## src/rtl/sw_mode_encoder.sv

```systemverilog
// sw_mode_encoder: push-button front end for the LED pattern engine.
// Synchronizes and debounces btn[3:0], detects newly pressed buttons and
// latches a one-hot mode code. A press of more than one new button in a
// single debounced event raises err instead of changing the mode.
module sw_mode_encoder #(
  parameter int unsigned DEB_LEN = 1_000_000, // stable cycles to accept a level (>=2)
  parameter int unsigned CNT_W   = 24         // must hold DEB_LEN-1
) (
  input  logic       clk,
  input  logic       rst_n,
  input  logic [3:0] btn,
  output logic [3:0] mode_sel,
  output logic       mode_valid,
  output logic       err,
  output logic [3:0] btn_stable
);

  localparam logic [CNT_W-1:0] CNT_MAX = CNT_W'(DEB_LEN - 1);

  typedef enum logic [1:0] {IDLE, COUNT, DECODE} state_t;

  state_t           state_q, state_d;
  logic [3:0]       sync1_q;
  logic [3:0]       s_q;
  logic [3:0]       stable_q, stable_d;
  logic [3:0]       prev_q, prev_d;
  logic [3:0]       captured_q, captured_d;
  logic [CNT_W-1:0] cnt_q, cnt_d;
  logic [3:0]       mode_sel_q, mode_sel_d;
  logic             mode_valid_d, mode_valid_q;
  logic             err_d, err_q;

  logic [3:0] newp;
  logic       newp_one;
  logic       newp_multi;

  // Buttons newly pressed in the event just accepted; classify as one / many.
  assign newp       = stable_q & ~prev_q;
  assign newp_one   = (newp != 4'b0000) && ((newp & (newp - 4'd1)) == 4'b0000);
  assign newp_multi = (newp != 4'b0000) && !newp_one;

  // State and datapath registers, including the two-flop synchronizer.
  always_ff @(posedge clk or negedge rst_n) begin
    if (!rst_n) begin
      state_q      <= IDLE;
      sync1_q      <= 4'b0000;
      s_q          <= 4'b0000;
      stable_q     <= 4'b0000;
      prev_q       <= 4'b0000;
      captured_q   <= 4'b0000;
      cnt_q        <= '0;
      mode_sel_q   <= 4'b0000;
      mode_valid_q <= 1'b0;
      err_q        <= 1'b0;
    end else begin
      state_q      <= state_d;
      sync1_q      <= btn;
      s_q          <= sync1_q;
      stable_q     <= stable_d;
      prev_q       <= prev_d;
      captured_q   <= captured_d;
      cnt_q        <= cnt_d;
      mode_sel_q   <= mode_sel_d;
      mode_valid_q <= mode_valid_d;
      err_q        <= err_d;
    end
  end

  // Next-state logic: bounce back to IDLE, restart window on change, or accept.
  always_comb begin
    state_d = state_q;
    case (state_q)
      IDLE:    if (s_q != stable_q) state_d = COUNT;
      COUNT: begin
        if (s_q == stable_q)                                state_d = IDLE;
        else if (s_q == captured_q && cnt_q == CNT_MAX)     state_d = DECODE;
      end
      DECODE:  state_d = IDLE;
      default: state_d = IDLE;
    endcase
  end

  // Datapath/output next values; pulses default low so they last one cycle.
  always_comb begin
    stable_d     = stable_q;
    prev_d       = prev_q;
    captured_d   = captured_q;
    cnt_d        = cnt_q;
    mode_sel_d   = mode_sel_q;
    mode_valid_d = 1'b0;
    err_d        = 1'b0;
    case (state_q)
      IDLE: begin
        if (s_q != stable_q) begin
          captured_d = s_q;
          cnt_d      = CNT_W'(1);
        end
      end
      COUNT: begin
        if (s_q == stable_q) begin
          cnt_d = '0;
        end else if (s_q != captured_q) begin
          captured_d = s_q;
          cnt_d      = CNT_W'(1);
        end else if (cnt_q == CNT_MAX) begin
          prev_d   = stable_q;
          stable_d = captured_q;
        end else begin
          cnt_d = cnt_q + CNT_W'(1);
        end
      end
      DECODE: begin
        cnt_d = '0;
        if (newp_one) begin
          mode_sel_d   = newp;
          mode_valid_d = 1'b1;
        end else if (newp_multi) begin
          err_d = 1'b1;
        end
      end
      default: cnt_d = '0;
    endcase
  end

  assign mode_sel   = mode_sel_q;
  assign mode_valid = mode_valid_q;
  assign err        = err_q;
  assign btn_stable = stable_q;

endmodule
```

## config.mk

```make
export PLATFORM = sky130hd
export DESIGN_NAME = sw_mode_encoder
export DESIGN_NICKNAME = d
export VERILOG_FILES = /design/src/rtl/sw_mode_encoder.sv
export SDC_FILE = /design/constraint.sdc
export NUM_CORES = 1
export LEC_CHECK = 0
export ABC_AREA = 0
export BUFFER_PORTS_ARGS = -buffer_cell sky130_fd_sc_hd__buf_2
export CAP_MARGIN = 30
export CORE_MARGIN = 5
export CORE_UTILIZATION = 25
export CTS_CLUSTER_SIZE = 8
export DETAILED_ROUTE_END_ITERATION = 16
export PLACE_DENSITY = 0.47
export SYNTH_ARGS = -nofsm -noshare
export SYNTH_HDL_FRONTEND = slang
export SYNTH_SLANG_ARGS = --single-unit
export TNS_END_PERCENT = 20
```

## constraint.sdc

```tcl
create_clock -name clk -period 1.9 [get_ports clk]
set_input_delay 0.095 -clock clk [delete_from_list [all_inputs] [get_ports clk]]
set_output_delay 0.095 -clock clk [all_outputs]
set_load 0.01 [all_outputs]
```

# ---- Yosys cells after proc, flatten, opt, wreduce, memory -nomap -nowiden
# Cells that the tools add are included.
dict set report op_classes {
  reduce_logical 13
  addsub 2
  n_bitwise 5
  n_eq_ne 12
  mux 18
}
# operator n
set op_table {}
lappend op_table {{$mux 24} 4}
lappend op_table {{$pmux 24 s2} 1}
lappend op_table {{$add 24x1->24 const B} 1}
lappend op_table {{$eq 24x20->1 const B} 1}
lappend op_table {{$mux 4} 3}
lappend op_table {{$and 4x4->4} 2}
lappend op_table {{$eq 4x4->1} 2}
lappend op_table {{$ne 4x4->1} 2}
lappend op_table {{$pmux 4 s2} 1}
lappend op_table {{$reduce_and 4->1} 2}
lappend op_table {{$mux 2} 3}
lappend op_table {{$ne 2x2->1 const B} 3}
lappend op_table {{$reduce_and 2->1} 3}
lappend op_table {{$mux 1} 5}
lappend op_table {{$logic_not 4->1} 1}
lappend op_table {{$ne 4x4->1 const B} 1}
lappend op_table {{$not 4->4} 1}
lappend op_table {{$pmux 2 s2} 1}
lappend op_table {{$reduce_bool 4->1} 1}
lappend op_table {{$sub 4x1->4 const B} 1}
lappend op_table {{$logic_and 1x1->1} 3}
lappend op_table {{$ne 3x3->1 const B} 1}
lappend op_table {{$eq 2x1->1 const B} 1}
lappend op_table {{$eq 2x2->1 const B} 1}
lappend op_table {{other kinds (4)} 5}
dict set report totals {
  word_cells 60
  in_bits 6
  output_inout_bits 10
  ff_bits 52
}

# ---- Depth between registers and ports, before layout
dict set report depth {
  ltp_word 11
  mapped_depth 7
  ltp_nobuf 6
}

# ---- Least setup slack after synthesis
# OpenSTA, ideal clock, no wires.
dict set report synth_path {
  path_type {reg2reg}
  startpoint {reg cnt_q[8]}
  endpoint {reg prev_q[1]}
  path_stages_with_launch 7
  synth_period_minus_slack_ns 1.972
  t_required_ns 1.775
  n_path_buf 1
  t_arrival_ns 1.847
  setup_slack_ns -0.072
  cell_sequence {dfrtp_1 -> or4b_1 -> nor4_2 -> and4_1 -> buf_6 -> nand2_8 -> mux2_4}
}
dict set report synth_via {
  elab_chain_len 2
}
# item line
set synth_lines {}
lappend synth_lines {{from (decl)} 28} ;# logic [CNT_W-1:0] cnt_q, cnt_d;
lappend synth_lines {{from (signal assigned)} 62} ;# cnt_q <= cnt_d;
lappend synth_lines {{$eq 24x20->1} 105} ;# end else if (cnt_q == CNT_MAX) begin
lappend synth_lines {{$reduce_and 4->1 (no line)} -}
lappend synth_lines {{to (signal assigned)} 60} ;# prev_q <= prev_d;
lappend synth_lines {{to (decl)} 26} ;# logic [3:0] prev_q, prev_d;
# No other way between the ends.
# A chain may end at the register's enable or synchronous reset.

# ---- Worst setup path in the final report
dict set report layout_path {
  startpoint {reg s_q[3]}
  endpoint {reg prev_q[2]}
}
dict set report layout_via {
  elab_chain_len 3
  elab_cells_between_ends 5
}
# item line
set layout_lines {}
lappend layout_lines {{from (decl)} 24} ;# logic [3:0] s_q;
lappend layout_lines {{from (signal assigned)} 58} ;# s_q <= sync1_q;
lappend layout_lines {{$ne 4x4->1 / $eq 4x4->1 (equally long branches)} {102, 100}}
lappend layout_lines {{$not 1->1 (no line)} -}
lappend layout_lines {{$reduce_and 4->1 (no line) *} -}
# Every way passes the cells marked *; elsewhere a longest branch is shown, timed or not.

==> results.ini <==
[synthesis]
netlist_instances = 241
synth_ff_type = dfrtp_1
ys_seq_area_frac = 0.500
syn_area_sq_um = 2600
synth_edf_count = 0
async_reset_ff_frac = 1.00
synth_cell_types = 45
synth_seq_cells = 52
synth_nets = 248
ys.warnings.count = 0
synth_area_per_cell_sq_um = 10.8

[routing]
finalWirelength_mm = 6.33
vias_per_cell = 4.70
dr.pass1.iters = 4
ant_nets = 0
drc_errors = 0
via_count = 2097
drtIter0Drc = 70
wl_per_cell_um = 14.2

[grt]
overflow = 0
grt_max_degree = 30
grt_util_all_layers = 0.0988
grt_pass1_vias = 2076
grt_pass1_wl_mm = 10.2
antenna_found_initial = 0

[floorplanning]
die_y_um = 112
num_rows = 37
pin_count = 16
die_area_sq_um = 12600
initial_core_util = 0.254
dieWidth_um = 112
core_area_sq_um = 10200

[power]
internal_power_uw = 1520
total_power_uw = 2030
switching_power_uw = 505
p_sw_frac = 0.249
ir_drop_v = 0.000383
power_frac_seq = 0.566
leakage_uw = 0.00153
p_per_area_nw_per_um2 = 574
combinationalPowerShare = 0.096
p_clk_frac = 0.338

[clock_network]
cts_tree = yes
cts_root_buf = clkbuf_8
clk_latency_ns = 0.31
htreeDepth = 2
clock_path_buffers = 2
cts.clk_slew.worst_paths_ns = 0.10
cts_sinks = 52
numCtsBuffers = 5

[timing]
postLayoutSetupSlackWorst_ns = -0.0707
maxSlewHeadroom = 0.624
finalSetupViolCount = 11
final.min_clock_period_ns = 1.97
final_max_slew_viol_count = 0
clock_skew_ns = 0.00510
min_period_over_period = 1.04
max_freq_mhz = 507
hold_slack_ns = 0.304
worst_slew_pin_slew_ns = 0.563
hold_viol = 0
rsz0062_at_grt = yes

[critical_path]
max_stage_delay_ns = 0.43
path_cells = xor2_2 > nor4_4 > buf_4 > nor4_4 > buf_4 > nand2_8 > mux2_4
crit_type = register to register
ff2ff_path_depth = 7
crit_arrival_ns = 2.17
cp_slowest_cell = dfrtp_1
cp_max_fo = 8
cp-start-kind = register
endpoint_kind = register
cp.depth = 7
critPathBufInv = 2
worstPathRequired_ns = 2.10
critPathTopFamily = simple AND/OR/NAND/NOR gates

[place]
dp_hpwl_mm = 4.25
place.gp.congestion = 0.770
portBuffers = 15

[finish]
final_cell_mix = dfrtp_1 (52), buf_4 (37), a21oi_1 (16), nor2_1 (16), buf_2 (15)
final-seq-area_sq_um = 1300
fillers = 1036
multi_input_area_sq_um = 1360
nets = 316
diodes = 0
drive_above_1_share = 0.355
area_growth_pct = 35.5
layout_commonest_cell = dfrtp_1

[min_path]
hold_class = input port to asynchronous set/reset pin

[run]
maxCapViolations = 0

[outcome]
outcome = finished, violations left
violations = negative setup slack

-- metrics by stage --
stage	util	cell area, sq um	setup WS [ns]	TNS [ns]	std cells
final	0.345	3530	-0.0707	-0.623	446
after global routing	0.345	3530	-0.151	-3.03	446
after CTS	0.324	3320	-0.0781	-0.569	439
after detailed placement	0.307	3140	-0.151	-1.64	426
after global placement	0.307	3140	-0.115	-1.05	426
after floorplan	-	2600	-0.0704	-0.563	241
-- cell usage after synthesis (3+ instances only) --
master | n | area (sq um)
nor3_1 | 4 | 20.0
nor2_1 | 16 | 60.1
nand2_1 | 15 | 56.3
xnor2_1 | 9 | 78.8
o21ai_0 | 12 | 60.1
and2_1 | 4 | 25.0
mux2_4 | 8 | 120
and4_1 | 7 | 61.3
a31oi_1 | 10 | 62.6
a41oi_1 | 4 | 35.0
a21oi_1 | 16 | 80.1
clkbuf_1 | 3 | 11.3
inv_1 | 5 | 18.8
xor2_1 | 4 | 35.0
mux2_2 | 5 | 56.3
nor2b_1 | 6 | 37.5
dfrtp_1 | 52 | 1300
nand4_1 | 8 | 50.1
a211oi_1 | 5 | 37.5
nand3_1 | 8 | 40.0
and3_1 | 3 | 18.8
nand2b_1 | 4 | 25.0
-- final timing paths --
kind                             from         end  slack (ns)
max                            s_q[3]   prev_q[2]       -0.07
min                             rst_n  sync1_q[3]        0.30
max reg2reg                    s_q[3]   prev_q[2]       -0.07
min reg2reg                sync1_q[2]      s_q[2]        0.36
max in group asynchronous       rst_n   cnt_q[12]        1.04
min in group clk           sync1_q[2]      s_q[2]        0.36
-- power by group through the flow --
stage / sequential [uW] / clock [uW] / combinational (uW)
floorplan: 1170 / 0 / 71.3
global placement: 1160 / 0 / 151
detailed placement: 1170 / 0 / 154
CTS: 1140 / 700 / 164
global route: 1150 / 749 / 216
finish: 1150 / 685 / 195
-- registers in the layout, indices dropped and copies added, names as in the netlist --
signal / flops
sync1_q: 4
err: 1
s_q: 4
cnt_q: 24
state_q: 2
prev_q: 4
captured_q: 4
mode_valid: 1
mode_sel: 4
btn_stable: 4
-- final cells by class --
| type | count | share of cell area |
|---|---|---|
| Clock buffer | 6 | 0.0234 |
| Clock inverter | 2 | 0.00426 |
| Inverter | 5 | 0.00532 |
| Multi-Input combinational cell | 175 | 0.385 |
| Sequential cell | 52 | 0.369 |
| Tap cell | 136 | 0.0482 |
| Timing Repair Buffer | 70 | 0.165 |
-- cells by family (layout without fill, tap and decap cells) --
| logic type | count (synthesis) | after routing | synth area share |
|---|---|---|---|
| multiplexers | 13 | 13 | 0.0678 |
| adder cells (fa/ha/maj) | 1 | 1 | 0.00480 |
| AND/OR/NAND/NOR | 84 | 84 | 0.195 |
| buffers and inverters | 14 | 83 | 0.0293 |
| flip-flops | 52 | 52 | 0.500 |
| AO/OA/AOI/OAI | 64 | 64 | 0.160 |
| XOR/XNOR | 13 | 13 | 0.0437 |
-- timing repair --
| item | in CTS | in global routing |
|---|---|---|
| setup buffers | 0 | 5 |
| pin swaps | 3 | 12 |
| endpoints found under the hold margin | 27 | 0 |
| resized for setup | 9 | 29 |
| endpoints found under the setup margin | 29 | 33 |
| gates cloned | 0 | 2 |
| hold buffers | 5 | 0 |
-- per-layer routing --
metal  global-route usage  part of all wire  vias to the layer above
met5                    0                 0                        -
met4               0.0337             0.018                        0
met3               0.0162             0.028                       12
met2                0.157              0.46                       36
met1                0.137              0.49                     1016
li1                     -                 -                     1033
Note: power is estimated with default switching activity, not from simulation.
